===== config.mk =====
export PLATFORM = sky130hd
export DESIGN_NAME = processor_core_flat
export DESIGN_NICKNAME = d
export VERILOG_FILES = /design/src/rtl/processor_core_if.sv /design/src/rtl/processor_core.sv /design/src/flat_wrapper.sv
export SDC_FILE = /design/constraint.sdc
export NUM_CORES = 2
export LEC_CHECK = 0
export CELL_PAD_IN_SITES_DETAIL_PLACEMENT = 1
export CELL_PAD_IN_SITES_GLOBAL_PLACEMENT = 2
export CORE_MARGIN = 4
export CORE_UTILIZATION = 44
export DETAILED_ROUTE_END_ITERATION = 8
export PLACE_DENSITY_LB_ADDON = 0.1
export RECOVER_POWER = 100
export SYNTH_ARGS = -nofsm -noshare
export SYNTH_HDL_FRONTEND = slang
export SYNTH_SLANG_ARGS = --single-unit
export TNS_END_PERCENT = 100

===== constraint.sdc =====
create_clock -name clk -period 14.9 [get_ports clk]
set_input_delay 1.49 -clock clk [delete_from_list [all_inputs] [get_ports clk]]
set_output_delay 1.49 -clock clk [all_outputs]
set_load 0.02 [all_outputs]

===== src/rtl/processor_core_if.sv =====
// Bus between the single-cycle core and its external instruction/data memories.
// Handshake: none; the core fetches combinationally at pc each cycle, and WR qualifies address/writeData for that cycle only.
interface processor_core_if;
  logic [31:0] instruction;
  logic [31:0] readData;
  logic [7:0]  pc;
  logic [31:0] address;
  logic [31:0] writeData;
  logic        WR;
  logic        MemtoRegOut;

  modport master (
    input  instruction, readData,
    output pc, address, writeData, WR, MemtoRegOut
  );

  modport slave (
    output instruction, readData,
    input  pc, address, writeData, WR, MemtoRegOut
  );
endinterface


===== src/rtl/processor_core.sv =====
// Single-cycle ARM-subset core: conditional data processing, LDR/STR immediate, absolute B<cond>.
// All architectural state (r0-r14, NZCV, pc) commits on the rising clk edge.
module processor_core (
  input  logic             clk,
  input  logic             rst,
  processor_core_if.master bus
);
  logic [31:0] regs_q [0:14];
  logic [3:0]  nzcv_q, nzcv_d;
  logic [7:0]  pc_q, pc_d;

  logic        reg_we;
  logic [3:0]  reg_wa;
  logic [31:0] reg_wd;

  logic [31:0] instr;
  logic [1:0]  op;
  logic [3:0]  opcode, rn, rd, rm;
  logic        cond_ok, test_op, is_arith;
  logic [31:0] rn_val, rd_val, rm_val, op2, dp_res, mem_addr, alu_res;
  logic [31:0] add_a, add_b;
  logic        add_cin;
  logic [32:0] sum;
  logic [3:0]  flags_new;
  logic        wr, mtr;

  function automatic logic [31:0] ror32(input logic [31:0] x, input logic [4:0] n);
    return (x >> n) | (x << (6'd32 - {1'b0, n}));
  endfunction

  assign instr  = bus.instruction;
  assign op     = instr[27:26];
  assign opcode = instr[24:21];
  assign rn     = instr[19:16];
  assign rd     = instr[15:12];
  assign rm     = instr[3:0];

  // r15 reads as pc+8; it is never a write target.
  assign rn_val = (rn == 4'hF) ? ({24'b0, pc_q} + 32'd8) : regs_q[rn];
  assign rd_val = (rd == 4'hF) ? ({24'b0, pc_q} + 32'd8) : regs_q[rd];
  assign rm_val = (rm == 4'hF) ? ({24'b0, pc_q} + 32'd8) : regs_q[rm];

  always_comb begin
    cond_ok = 1'b0;
    case (instr[31:28])
      4'b0000: cond_ok = nzcv_q[2];
      4'b0001: cond_ok = !nzcv_q[2];
      4'b0010: cond_ok = nzcv_q[1];
      4'b0011: cond_ok = !nzcv_q[1];
      4'b0100: cond_ok = nzcv_q[3];
      4'b0101: cond_ok = !nzcv_q[3];
      4'b0110: cond_ok = nzcv_q[0];
      4'b0111: cond_ok = !nzcv_q[0];
      4'b1000: cond_ok = nzcv_q[1] && !nzcv_q[2];
      4'b1001: cond_ok = !nzcv_q[1] || nzcv_q[2];
      4'b1010: cond_ok = (nzcv_q[3] == nzcv_q[0]);
      4'b1011: cond_ok = (nzcv_q[3] != nzcv_q[0]);
      4'b1100: cond_ok = !nzcv_q[2] && (nzcv_q[3] == nzcv_q[0]);
      4'b1101: cond_ok = nzcv_q[2] || (nzcv_q[3] != nzcv_q[0]);
      4'b1110: cond_ok = 1'b1;
      default: cond_ok = 1'b0;
    endcase
  end

  // Register-specified shifts (bit 4 set) shift by zero.
  always_comb begin
    op2 = rm_val;
    if (instr[25]) begin
      op2 = ror32({24'b0, instr[7:0]}, {instr[11:8], 1'b0});
    end else if (!instr[4]) begin
      case (instr[6:5])
        2'b00:   op2 = rm_val << instr[11:7];
        2'b01:   op2 = rm_val >> instr[11:7];
        2'b10:   op2 = 32'($signed(rm_val) >>> instr[11:7]);
        default: op2 = ror32(rm_val, instr[11:7]);
      endcase
    end
  end

  // Subtraction is a + ~b + 1, so carry-out is ARM's "no borrow".
  always_comb begin
    add_a    = rn_val;
    add_b    = op2;
    add_cin  = 1'b0;
    is_arith = 1'b1;
    case (opcode)
      4'b0010, 4'b0110, 4'b1010: begin add_b = ~op2; add_cin = 1'b1; end
      4'b0011, 4'b0111:          begin add_a = op2; add_b = ~rn_val; add_cin = 1'b1; end
      4'b0100, 4'b0101, 4'b1011: ;
      default:                   is_arith = 1'b0;
    endcase
  end

  assign sum = {1'b0, add_a} + {1'b0, add_b} + {32'b0, add_cin};

  always_comb begin
    dp_res = sum[31:0];
    case (opcode)
      4'b0000, 4'b1000: dp_res = rn_val & op2;
      4'b0001, 4'b1001: dp_res = rn_val ^ op2;
      4'b1100:          dp_res = rn_val | op2;
      4'b1101:          dp_res = op2;
      4'b1110:          dp_res = rn_val & ~op2;
      4'b1111:          dp_res = ~op2;
      default:          dp_res = sum[31:0];
    endcase
  end

  assign flags_new = is_arith
    ? {dp_res[31], dp_res == 32'd0, sum[32], (add_a[31] == add_b[31]) && (sum[31] != add_a[31])}
    : {dp_res[31], dp_res == 32'd0, nzcv_q[1:0]};

  assign test_op  = (opcode[3:2] == 2'b10);
  assign mem_addr = instr[23] ? (rn_val + {20'b0, instr[11:0]}) : (rn_val - {20'b0, instr[11:0]});
  assign alu_res  = (op == 2'b01) ? mem_addr : dp_res;

  always_comb begin
    pc_d   = pc_q + 8'd4;
    nzcv_d = nzcv_q;
    reg_we = 1'b0;
    reg_wa = rd;
    reg_wd = dp_res;
    wr     = 1'b0;
    mtr    = 1'b0;
    if (cond_ok) begin
      case (op)
        2'b00: begin
          reg_we = !test_op && (rd != 4'hF);
          if (instr[20] || test_op) nzcv_d = flags_new;
        end
        2'b01: begin
          if (instr[20]) begin
            mtr    = 1'b1;
            reg_wd = bus.readData;
            reg_we = (rd != 4'hF);
          end else begin
            wr = 1'b1;
          end
        end
        2'b10: if (instr[25]) pc_d = instr[7:0];
        default: ;
      endcase
    end
  end

  always_ff @(posedge clk or negedge rst) begin
    if (!rst) begin
      pc_q   <= 8'd0;
      nzcv_q <= 4'd0;
      for (int i = 0; i < 15; i++) regs_q[i] <= 32'd0;
    end else begin
      pc_q   <= pc_d;
      nzcv_q <= nzcv_d;
      if (reg_we) regs_q[reg_wa] <= reg_wd;
    end
  end

  assign bus.pc          = pc_q;
  assign bus.address     = alu_res;
  assign bus.writeData   = rd_val;
  assign bus.WR          = wr && rst;
  assign bus.MemtoRegOut = mtr && rst;
endmodule


===== src/flat_wrapper.sv =====
// flat-port wrapper written by rule: the top's interface ports become plain ports
module processor_core_flat 
  (clk, rst, bus_instruction, bus_readData, bus_pc, bus_address, bus_writeData, bus_WR, bus_MemtoRegOut);
  processor_core_if bus_i ();
  input  logic clk;
  input  logic rst;
  input wire logic [$bits(bus_i.instruction)-1:0] bus_instruction;
  input wire logic [$bits(bus_i.readData)-1:0] bus_readData;
  output wire logic [$bits(bus_i.pc)-1:0] bus_pc;
  output wire logic [$bits(bus_i.address)-1:0] bus_address;
  output wire logic [$bits(bus_i.writeData)-1:0] bus_writeData;
  output wire logic [$bits(bus_i.WR)-1:0] bus_WR;
  output wire logic [$bits(bus_i.MemtoRegOut)-1:0] bus_MemtoRegOut;
  assign bus_i.instruction = bus_instruction;
  assign bus_i.readData = bus_readData;
  assign bus_pc = bus_i.pc;
  assign bus_address = bus_i.address;
  assign bus_writeData = bus_i.writeData;
  assign bus_WR = bus_i.WR;
  assign bus_MemtoRegOut = bus_i.MemtoRegOut;
  processor_core u_core (.clk(clk), .rst(rst), .bus(bus_i));
endmodule

==> impl_metrics.ini <==
[status]
outcome = finished, violations left
violations = max-capacitance violations, max-slew violations

[sta]
fin_crit_sh_pct = 92.70
skew_ps = 22.93
finalHoldViolations = 0
rsz0062_at_grt = no
whs_ps = 516.3
slew_headroom_pct = -474.7
drv_slew = 762
fin_tns_setup_ps = 0
max_freq_mhz = 72.40
period_minus_slack_ps = 13810
setup-violations-final = 0
worst_slew_pin_slew_ps = 8620

[die]
fp.dieH_um = 331.2
core_area_um2 = 103600
ios = 140
dieArea_um2 = 109700
fp-row-count = 118
initial_utilization_pct = 44.35
die_width_um = 331.2

[global_routing]
grt_max_degree = 157
antenna_found_initial = 18
grt_usage_pct = 47.06
grtUsageMet2_pct = 68.51
grt_pass1_wl_um = 375900
busiest_layer = met2
overflow = 0
first_global_vias = 47920
grt_use_met3_pct = 13.88
gr-usage-met1_pct = 60.70

[place]
place_inst = 6429
place_area_um2 = 48420
dp_hpwl_um = 194300
routabilityCongestion = 1.111
portBuffers = 139

[hold_path]
hp-class = reg -> reg

[synthesis]
ys_top_cells_by_area = dfrtp_1 27%, mux4_2 15%, o21ai_0 7.4%
yosys.area.top_type = dfrtp_1
yosysMostFrequentCell = nand2_1
ys_seq_area_share_pct = 26.78
synth-main-ff-cell = dfrtp_1
netlist_area_um2 = 45970
ys_top_cells_by_count = 802 x nand2_1, 678 x o21ai_0, 492 x dfrtp_1
synth_warnings = 0
synth_cell_types = 129
synth-edff-count = 0
synthesis.nets = 5346
ys_ff_latch = 492
yosys.area.top_type_share_pct = 26.78
ys_async_sr_fraction_pct = 100.0
syn_area_per_cell_um2 = 8.884
syn_inst = 5174

[clock_tree]
clock_latency_ps = 630
cts_buffers = 49
cts_num_sinks = 492
ctsResizeCount = 0
cts.path.max_buffers = 3
cts_tree = done
htreeDepth = 2
clk_pin_slew_ps = 60
ctsHoldBuffers = 0
postCtsSetupBuffers = 0
clock-root-buffer = clkbuf_16

[critical_path]
worstSetupEndpointType = primary output
worstPathMaxFanout = 70
required_ps = 13410
worst_ep_arrival_time_ps = 12320
timing.rr.end = u_core.regs_q[220]
crit_path_end = bus_address[28]
rrSetupSlack_ps = 4120
r2r_cells = 26
crit_type = in -> out
cp-start-kind = primary input
startpoint = bus_instruction[0]
r2r_start = u_core.regs_q[471]

[detailed_routing]
vias = 48880
wire_per_inst_um = 41.18
via_per_inst = 7.501
drc = 0
drtIter0Drc = 6574
firstDrtPassIters = 8
wirelength_um = 268300
drtAntennaViolNets = 0

[power_and_ir_drop]
power_density_nw_per_um2 = 135.6
sw_frac_of_total_pct = 47.78
clockPowerShare_pct = 18.4
seq_power_share_pct = 30.2
p_total_mw = 6.748
irDropWorstVdd_mv = 0.1072
intPower_mw = 3.524
power.leakage_nw = 20.39
p_sw_mw = 3.224
p_comb_share_pct = 51.3

[final_layout]
drive_gt1_share_pct = 15.85
instances_no_fill = 6516
nNetsFinal = 5272
nFillCells = 12030
area.growth.synth_to_final_pct = 8.253
regArea_um2 = 12310
design_area_um2 = 49760
multiInputGateArea_um2 = 31170

[job]
drv_cap = 18
-- final cells by class --
class / count / area share, %
Antenna cell: 7 / 0.03520
Clock buffer: 66 / 2.879
Clock inverter: 14 / 0.1836
Inverter: 101 / 0.7619
Multi-Input combinational cell: 4131 / 62.65
Sequential cell: 492 / 24.74
Tap cell: 1380 / 3.470
Timing Repair Buffer: 325 / 5.280
-- logic make-up (layout without fill, tap and decap cells) --
kind of cell	after synthesis	count (layout)	share of synthesized area, %
buf+inv	551	506	5.624
compound gates	1689	1689	23.72
fa+ha+maj	106	106	2.934
other cells	0	7	0
mux	745	745	24.97
flops	492	492	26.78
xor+xnor	76	76	1.448
simple gates	1515	1515	14.51
-- power by group through the flow --
stage               sequential, mW  clock [mW]  combinational (mW)
finish                        2.04        1.24                3.46
global route                  2.07        1.30                3.60
CTS                           2.02        1.25                3.38
detailed placement            2.03           0                3.36
global placement              1.99           0                3.30
floorplan                     1.90           0                2.01
-- through the flow --
step	util (%)	worst slack, ps
global route	48.00	900.2
floorplan	-	4783
CTS	48.19	2264
detailed placement	46.72	2301
finish	48.01	1087
global placement	46.72	2487
-- worst max-delay path: stages --
cell	delay, ps
buf_8	400
buf_12	530
nand2b_1	1050
o22ai_1	170
o21ai_0	640
o22ai_1	230
o41a_1	530
a311o_1	410
a211oi_1	1060
o311ai_0	280
o211ai_1	1120
nor3_1	90
a21oi_1	170
o21ai_0	130
ha_1	400
a21o_1	210
nor2_1	50
and4_1	220
o31ai_1	620
o31ai_1	140
o21ai_0	320
o21ai_0	140
a21oi_1	200
xor2_1	110
a2111oi_2	620
a21oi_1	140
dlygate4sd3_1	680
-- layer usage --
layer,wire length [µm],vias to the layer above
met5,72,-
met4,22940,10
met3,31480,962
met2,112200,3483
met1,101600,24930
li1,-,19490
-- cells in the final DEF (no fill, tap or decap), drive strengths merged, types with 73 or more instances in the layout --
| master | instances |
|---|---|
| nand2 | 804 |
| o21ai | 705 |
| dfrtp | 492 |
| mux2i | 308 |
| mux4 | 304 |
| nor2 | 266 |
| a21oi | 241 |
| buf | 171 |
| nand3 | 149 |
| mux2 | 133 |
| o22ai | 114 |
| ha | 103 |
| clkbuf | 100 |
| inv | 98 |
| a22oi | 75 |
| dlygate4sd3 | 73 |
-- state kept, by name, summed over array words and instances, names as in the netlist --
register / cells
u_core.bus.pc: 8
u_core.nzcv_q: 4
u_core.regs_q: 480
-- worst min path at each step --
stage                  startpoint            endpoint  slack, ps  cells past startpoint
2_1_floorplan   u_core.regs_q[10]   u_core.regs_q[10]        470                      2
3_3_place_gp    u_core.regs_q[29]   u_core.regs_q[29]        490                      2
3_5_place_dp    u_core.regs_q[29]   u_core.regs_q[29]        500                      2
4_1_cts         u_core.regs_q[29]   u_core.regs_q[29]        520                      2
5_1_grt        u_core.regs_q[224]  u_core.regs_q[224]        560                      2
6_report        u_core.regs_q[20]   u_core.regs_q[20]        520                      2
Power figures use the tool's default switching activity.
